**src/rtl/pipeline_ctrl_pkg.sv**
```systemverilog
// pipeline_ctrl_pkg: state encoding and counter width shared by the pipeline controller.
package pipeline_ctrl_pkg;
  localparam int STALL_CNT_W = 16;
  typedef enum logic [1:0] {
    RUN      = 2'd0,
    MEM_WAIT = 2'd1,
    FLUSH    = 2'd2,
    HALT     = 2'd3
  } state_e;
endpackage

```
**src/rtl/pipeline_ctrl_if.sv**
```systemverilog
// pipeline_ctrl_if: hazard/memory requests in, per-stage enables and flushes out.
interface pipeline_ctrl_if;
  import pipeline_ctrl_pkg::*;
  logic hazard_stall;
  logic branch_taken;
  logic mem_req;
  logic mem_ready;
  logic halt;
  logic pc_en;
  logic if_id_en;
  logic id_ex_en;
  logic ex_mem_en;
  logic mem_wb_en;
  logic if_id_flush;
  logic id_ex_flush;
  logic [1:0] state;
  logic [STALL_CNT_W-1:0] stall_cycles;
  modport master (
    output hazard_stall, branch_taken, mem_req, mem_ready, halt,
    input  pc_en, if_id_en, id_ex_en, ex_mem_en, mem_wb_en,
    input  if_id_flush, id_ex_flush, state, stall_cycles
  );
  modport slave (
    input  hazard_stall, branch_taken, mem_req, mem_ready, halt,
    output pc_en, if_id_en, id_ex_en, ex_mem_en, mem_wb_en,
    output if_id_flush, id_ex_flush, state, stall_cycles
  );
endinterface

```
**src/rtl/pipe_sat_counter.sv**
```systemverilog
// pipe_sat_counter: W-bit saturating up-counter with enable and async reset.
module pipe_sat_counter #(
  parameter int W = 16
) (
  input  logic         clk,
  input  logic         rst,
  input  logic         en,
  output logic [W-1:0] count
);
  logic [W-1:0] count_q, count_d;
  always_comb count_d = (en && count_q != '1) ? count_q + W'(1) : count_q;
  always_ff @(posedge clk or posedge rst) begin
    if (rst) count_q <= '0;
    else     count_q <= count_d;
  end
  assign count = count_q;
endmodule

```
**src/rtl/pipeline_ctrl.sv**
```systemverilog
// pipeline_ctrl: stall/flush/halt controller for a 5-stage pipeline.
// Defining PIPE_PERF_CNT_EN adds the saturating stall-cycle counter.
module pipeline_ctrl
  import pipeline_ctrl_pkg::*;
#(
  parameter int FLUSH_CYCLES = 1
) (
  input logic            clk,
  input logic            rst,
  pipeline_ctrl_if.slave bus
);
  state_e state_q, state_d;
  logic [2:0] cnt_q, cnt_d;
  logic run_en, hz, if_fl, id_fl, mem_stall, pc_en;
  logic [STALL_CNT_W-1:0] stall_cycles;
  assign mem_stall = bus.mem_req & ~bus.mem_ready;
  always_comb begin
    state_d = state_q;
    cnt_d   = cnt_q;
    run_en  = 1'b1;
    hz      = 1'b0;
    if_fl   = 1'b0;
    id_fl   = 1'b0;
    case (state_q)
      RUN: begin
        if (bus.halt) begin
          run_en  = 1'b0;
          state_d = HALT;
        end else if (mem_stall) begin
          run_en  = 1'b0;
          state_d = MEM_WAIT;
        end else if (bus.branch_taken) begin
          if_fl   = 1'b1;
          id_fl   = 1'b1;
          cnt_d   = 3'(FLUSH_CYCLES - 1);
          state_d = FLUSH_CYCLES > 1 ? FLUSH : RUN;
        end else if (bus.hazard_stall) begin
          hz    = 1'b1;
          id_fl = 1'b1;
        end
      end
      MEM_WAIT: begin
        run_en  = bus.mem_ready;
        state_d = bus.mem_ready ? RUN : MEM_WAIT;
      end
      FLUSH: begin
        // a pending memory stall freezes the flush sequence in place
        if (mem_stall) begin
          run_en = 1'b0;
        end else begin
          if_fl   = 1'b1;
          id_fl   = 1'b1;
          cnt_d   = cnt_q - 3'(cnt_q != 3'd0);
          state_d = cnt_q <= 3'd1 ? RUN : FLUSH;
        end
      end
      default: run_en = 1'b0;
    endcase
  end
  always_ff @(posedge clk or posedge rst) begin
    if (rst) begin
      state_q <= RUN;
      cnt_q   <= '0;
    end else begin
      state_q <= state_d;
      cnt_q   <= cnt_d;
    end
  end
  assign pc_en           = run_en & ~hz;
  assign bus.pc_en       = pc_en;
  assign bus.if_id_en    = pc_en;
  assign bus.id_ex_en    = run_en;
  assign bus.ex_mem_en   = run_en;
  assign bus.mem_wb_en   = run_en;
  assign bus.if_id_flush = if_fl;
  assign bus.id_ex_flush = id_fl;
  assign bus.state       = state_q;
  assign bus.stall_cycles = stall_cycles;
`ifdef PIPE_PERF_CNT_EN
  pipe_sat_counter #(.W(STALL_CNT_W)) u_stall_cnt (
    .clk  (clk),
    .rst  (rst),
    .en   (~pc_en),
    .count(stall_cycles)
  );
`else
  assign stall_cycles = '0;
`endif
endmodule

```
**src/flat_wrapper.sv**
```systemverilog
// flat-port wrapper written by rule: the top's interface ports become plain ports
module pipeline_ctrl_flat import pipeline_ctrl_pkg::*;
#(
  parameter int FLUSH_CYCLES = 1
)
  (clk, rst, bus_hazard_stall, bus_branch_taken, bus_mem_req, bus_mem_ready, bus_halt, bus_pc_en, bus_if_id_en, bus_id_ex_en, bus_ex_mem_en, bus_mem_wb_en, bus_if_id_flush, bus_id_ex_flush, bus_state, bus_stall_cycles);
  pipeline_ctrl_if bus_i ();
  input logic clk;
  input logic rst;
  input wire logic [$bits(bus_i.hazard_stall)-1:0] bus_hazard_stall;
  input wire logic [$bits(bus_i.branch_taken)-1:0] bus_branch_taken;
  input wire logic [$bits(bus_i.mem_req)-1:0] bus_mem_req;
  input wire logic [$bits(bus_i.mem_ready)-1:0] bus_mem_ready;
  input wire logic [$bits(bus_i.halt)-1:0] bus_halt;
  output wire logic [$bits(bus_i.pc_en)-1:0] bus_pc_en;
  output wire logic [$bits(bus_i.if_id_en)-1:0] bus_if_id_en;
  output wire logic [$bits(bus_i.id_ex_en)-1:0] bus_id_ex_en;
  output wire logic [$bits(bus_i.ex_mem_en)-1:0] bus_ex_mem_en;
  output wire logic [$bits(bus_i.mem_wb_en)-1:0] bus_mem_wb_en;
  output wire logic [$bits(bus_i.if_id_flush)-1:0] bus_if_id_flush;
  output wire logic [$bits(bus_i.id_ex_flush)-1:0] bus_id_ex_flush;
  output wire logic [$bits(bus_i.state)-1:0] bus_state;
  output wire logic [$bits(bus_i.stall_cycles)-1:0] bus_stall_cycles;
  assign bus_i.hazard_stall = bus_hazard_stall;
  assign bus_i.branch_taken = bus_branch_taken;
  assign bus_i.mem_req = bus_mem_req;
  assign bus_i.mem_ready = bus_mem_ready;
  assign bus_i.halt = bus_halt;
  assign bus_pc_en = bus_i.pc_en;
  assign bus_if_id_en = bus_i.if_id_en;
  assign bus_id_ex_en = bus_i.id_ex_en;
  assign bus_ex_mem_en = bus_i.ex_mem_en;
  assign bus_mem_wb_en = bus_i.mem_wb_en;
  assign bus_if_id_flush = bus_i.if_id_flush;
  assign bus_id_ex_flush = bus_i.id_ex_flush;
  assign bus_state = bus_i.state;
  assign bus_stall_cycles = bus_i.stall_cycles;
  pipeline_ctrl #(.FLUSH_CYCLES(FLUSH_CYCLES)) u_core (.clk(clk), .rst(rst), .bus(bus_i));
endmodule
```
**config.mk**
```make
export PLATFORM = sky130hd
export DESIGN_NAME = pipeline_ctrl_flat
export DESIGN_NICKNAME = d
export VERILOG_FILES = /design/src/rtl/pipeline_ctrl_pkg.sv /design/src/rtl/pipeline_ctrl_if.sv /design/src/rtl/pipe_sat_counter.sv /design/src/rtl/pipeline_ctrl.sv /design/src/flat_wrapper.sv
export SDC_FILE = /design/constraint.sdc
export NUM_CORES = 1
export LEC_CHECK = 0
export BUFFER_PORTS_ARGS = -buffer_cell sky130_fd_sc_hd__buf_2
export CAP_MARGIN = 20
export CORE_MARGIN = 10
export CORE_UTILIZATION = 47
export CTS_CLUSTER_SIZE = 10
export DETAILED_ROUTE_END_ITERATION = 6
export GPL_TIMING_DRIVEN = 1
export PLACE_DENSITY = 0.9
export RECOVER_POWER = 25
export SYNTH_ARGS = -nofsm -noshare
export SYNTH_HDL_FRONTEND = slang
export SYNTH_HIERARCHICAL = 1
export SYNTH_SLANG_ARGS = --single-unit
```
**constraint.sdc**
```tcl
create_clock -name clk -period 3.3 [get_ports clk]
set_input_delay 0.33 -clock clk [delete_from_list [all_inputs] [get_ports clk]]
set_output_delay 0.33 -clock clk [all_outputs]
set_load 0.02 [all_outputs]
```
==> summary.md <==
| Metric | Value |
|---|---|
| Die Area | 3230 sq um |
| Inst Count DP | 100 |
| Clk pwr share | 11.3% |
| Final net count | 105 |
| CP Capture Type | primary output |
| Post-detail-place hpwl | 1030 microns |
| Synthesized area per cell | 8.49 sq um |
| Num CTS Buffers | 3 |
| Top cell type's share of synthesized area | 22.4% |
| Initial Util | 49.6% |
| Final Cycle Share | 69.1% |
| Startpoint types | flip-flop |
| Routability cong. | 0.794 |
| Sw frac | 50.4% |
| Vias in the first global route | 497 |
| Sequential share of power | 18.5% |
| Gr usage total | 7.42% |
| Max cap viols | 0 |
| Drt first pass iters | 3 |
| Cell Count, Final, Fillers Out | 105 |
| Achievable Freq | 0.438 GHz |
| DRC violations left | 0 |
| P_sw | 304 uW |
| Sequential area share after synthesis | 19.6% |
| Chip width | 56.8 microns |
| H-Tree Depth | 1 |
| #FFs+latches synth | 5 |
| CP max FO | 10 |
| Post-CTS Setup Inserts | 0 |
| Top Ports | 32 |
| Synth top area cells | buf_4 (22%), dfrtp_1 (20%), ha_1 (14%) |
| Hold buffer count at cts | 1 |
| First-pass GRT wire length | 2040 microns |
| VDD IR max | 0.458 mV |
| Syn. warnings | 6 |
| Top cell type by total area after synthesis | buf_4 |
| Hold crit path type | in -> async |
| Die height | 56.8 microns |
| Cell area after synthesis | 637 sq um |
| Clock Path Buffers | 2 |
| Core area | 1280 sq um |
| Fin. Hold Viols | 0 |
| Layout cells sized above 1 | 23.3% |
| Worst EP required | 2970 ps |
| Tmin final | 2280 ps |
| Setup violators final | 0 |
| Post-Synthesis Cells | 75 |
| Rows | 13 |
| Clk_lat worst skew | 240 ps |
| Routed len/inst | 11.7 microns |
| Worst EP arrival | 1950 ps |
| Count of cell types in the netlist | 26 |
| Antenna cells | 0 |
| Internal power | 299 uW |
| Pleak | 0.000384 uW |
| Max-slew violations | 0 |
| Gr ovfl total | 0 |
| RSZ-0062 raised after global routing | no |
| PD cells | 900 nW/um^2 |
| Area grow syn2layout | 5.11% |
| Clk sinks | 5 |
| Vias per cell | 4.65 |
| Status | completed |
| Resize count post-CTS | 0 |
| TNS Setup | 0 ps |
| DR vias | 488 |
| Clock root buffer | clkbuf_4 |
| Initial antenna violation count | 0 |
| FF-to-FF setup slack | 1490 ps |
| Clk_skew | 1.30 ps |
| Largest net degree at the start of global routing | 11 |
| CTS clk-pin slew, worst paths | 40 ps |
| Combinational power share | 70.2% |
| Kind of critical path | reg -> out |
| Routed Wire Length | 1220 microns |
| CTS tree | done |
| Port Buffers | 15 |
| Initial DRC Count | 4 |
| Routed Antenna Nets | 0 |
## power groups by stage
stage | clock, uW | combinational (uW) | sequential [uW]
global route | 79.8 | 470 | 116
floorplan | 0 | 357 | 121
global placement | 0 | 415 | 110
detailed placement | 0 | 423 | 112
CTS | 70.7 | 425 | 111
finish | 68.0 | 423 | 111
## Yosys cell counts
cell and number:
a211o_1 2, a21oi_1 3, a32o_1 2, mux2_2 2
ha_1 7, nand2b_1 3, nor2_1 3, a41oi_1 1
o31a_1 1, inv_1 10, a211oi_2 1, nor2b_1 1
a2111oi_0 1, buf_6 1, o21ai_0 1, dfrtp_1 5
buf_4 19, mux2i_1 1, o211ai_1 2, nand2_1 3
a211oi_1 1, conb_1 1, or3_1 1, and3b_1 1
or2b_1 1, nor3b_1 1
## path summary, 6_finish.rpt
kind | from | end | cells after the start
setup / recovery | u_core/bus.state[0] | bus_if_id_en | 6
hold / removal | rst | u_core/bus.state[1] | 3
setup reg to reg | u_core/bus.state[0] | u_core/bus.state[1] | 5
hold reg to reg | u_core/cnt_q[0] | u_core/cnt_q[0] | 1
max in group asynchronous | rst | u_core/cnt_q[0] | 3
min in group clk | u_core/cnt_q[0] | u_core/cnt_q[0] | 1
## sequential cells by signal (all words and copies together), names as in the netlist
signal and flops:
u_core/cnt_q 3, u_core/bus.state 2
## layer usage
| layer | global-route usage (%) | wire length [microns] |
|---|---|---|
| met1 | 7.75 | 533 |
| met2 | 10.7 | 477 |
| met3 | 4.72 | 193 |
| met4 | 5.03 | 19 |
| met5 | 0 | 0 |
## area by class of cell
class,count,area (sq um)
Clock buffer,4,26.3
Fill cell,126,616
Inverter,10,37.5
Multi-Input combinational cell,55,377
Sequential cell,5,125
Tap cell,15,18.8
Timing Repair Buffer,16,85.1
## critical path, cell delays in order (launching register included)
cell and delay [ps]:
dfrtp_1 410, inv_1 120, ha_1 360, a21oi_1 80
a211oi_1 370, o31a_1 210, buf_2 160
## cells in the final DEF (no fill, tap or decap), types with 2 or more instances in the layout
cell / n
inv_1: 10
a21oi_1: 3
dfrtp_1: 5
buf_2: 15
o211ai_1: 2
nand2b_1: 3
clkbuf_4: 3
a211o_1: 2
nor2_1: 3
nand2_1: 3
conb_1: 16
mux2_2: 2
ha_1: 7
a32o_1: 2
## metrics by stage
step                cell area, sq um  setup WS (ps)  total power [uW]  utilization [%]  hold WS [ps]
detailed placement               633           1270               535             49.3           231
global placement                 633           1350               525             49.3           223
floorplan                        693            734               478                -           109
CTS                              669           1010               607             52.1           519
global route                     669            811               666             52.1           525
finish                           669           1020               603             52.1           516
## cell families after synthesis
group	after synthesis	share of synthesized area, %
AND/OR/NAND/NOR	14	12.2
adder cells (fa/ha/maj)	7	13.8
other	1	0.589
AO/OA/AOI/OAI	15	18.7
multiplexers	3	5.11
buffers and inverters	30	30.1
flip-flops	5	19.6
Power figures use the tool's default switching activity.
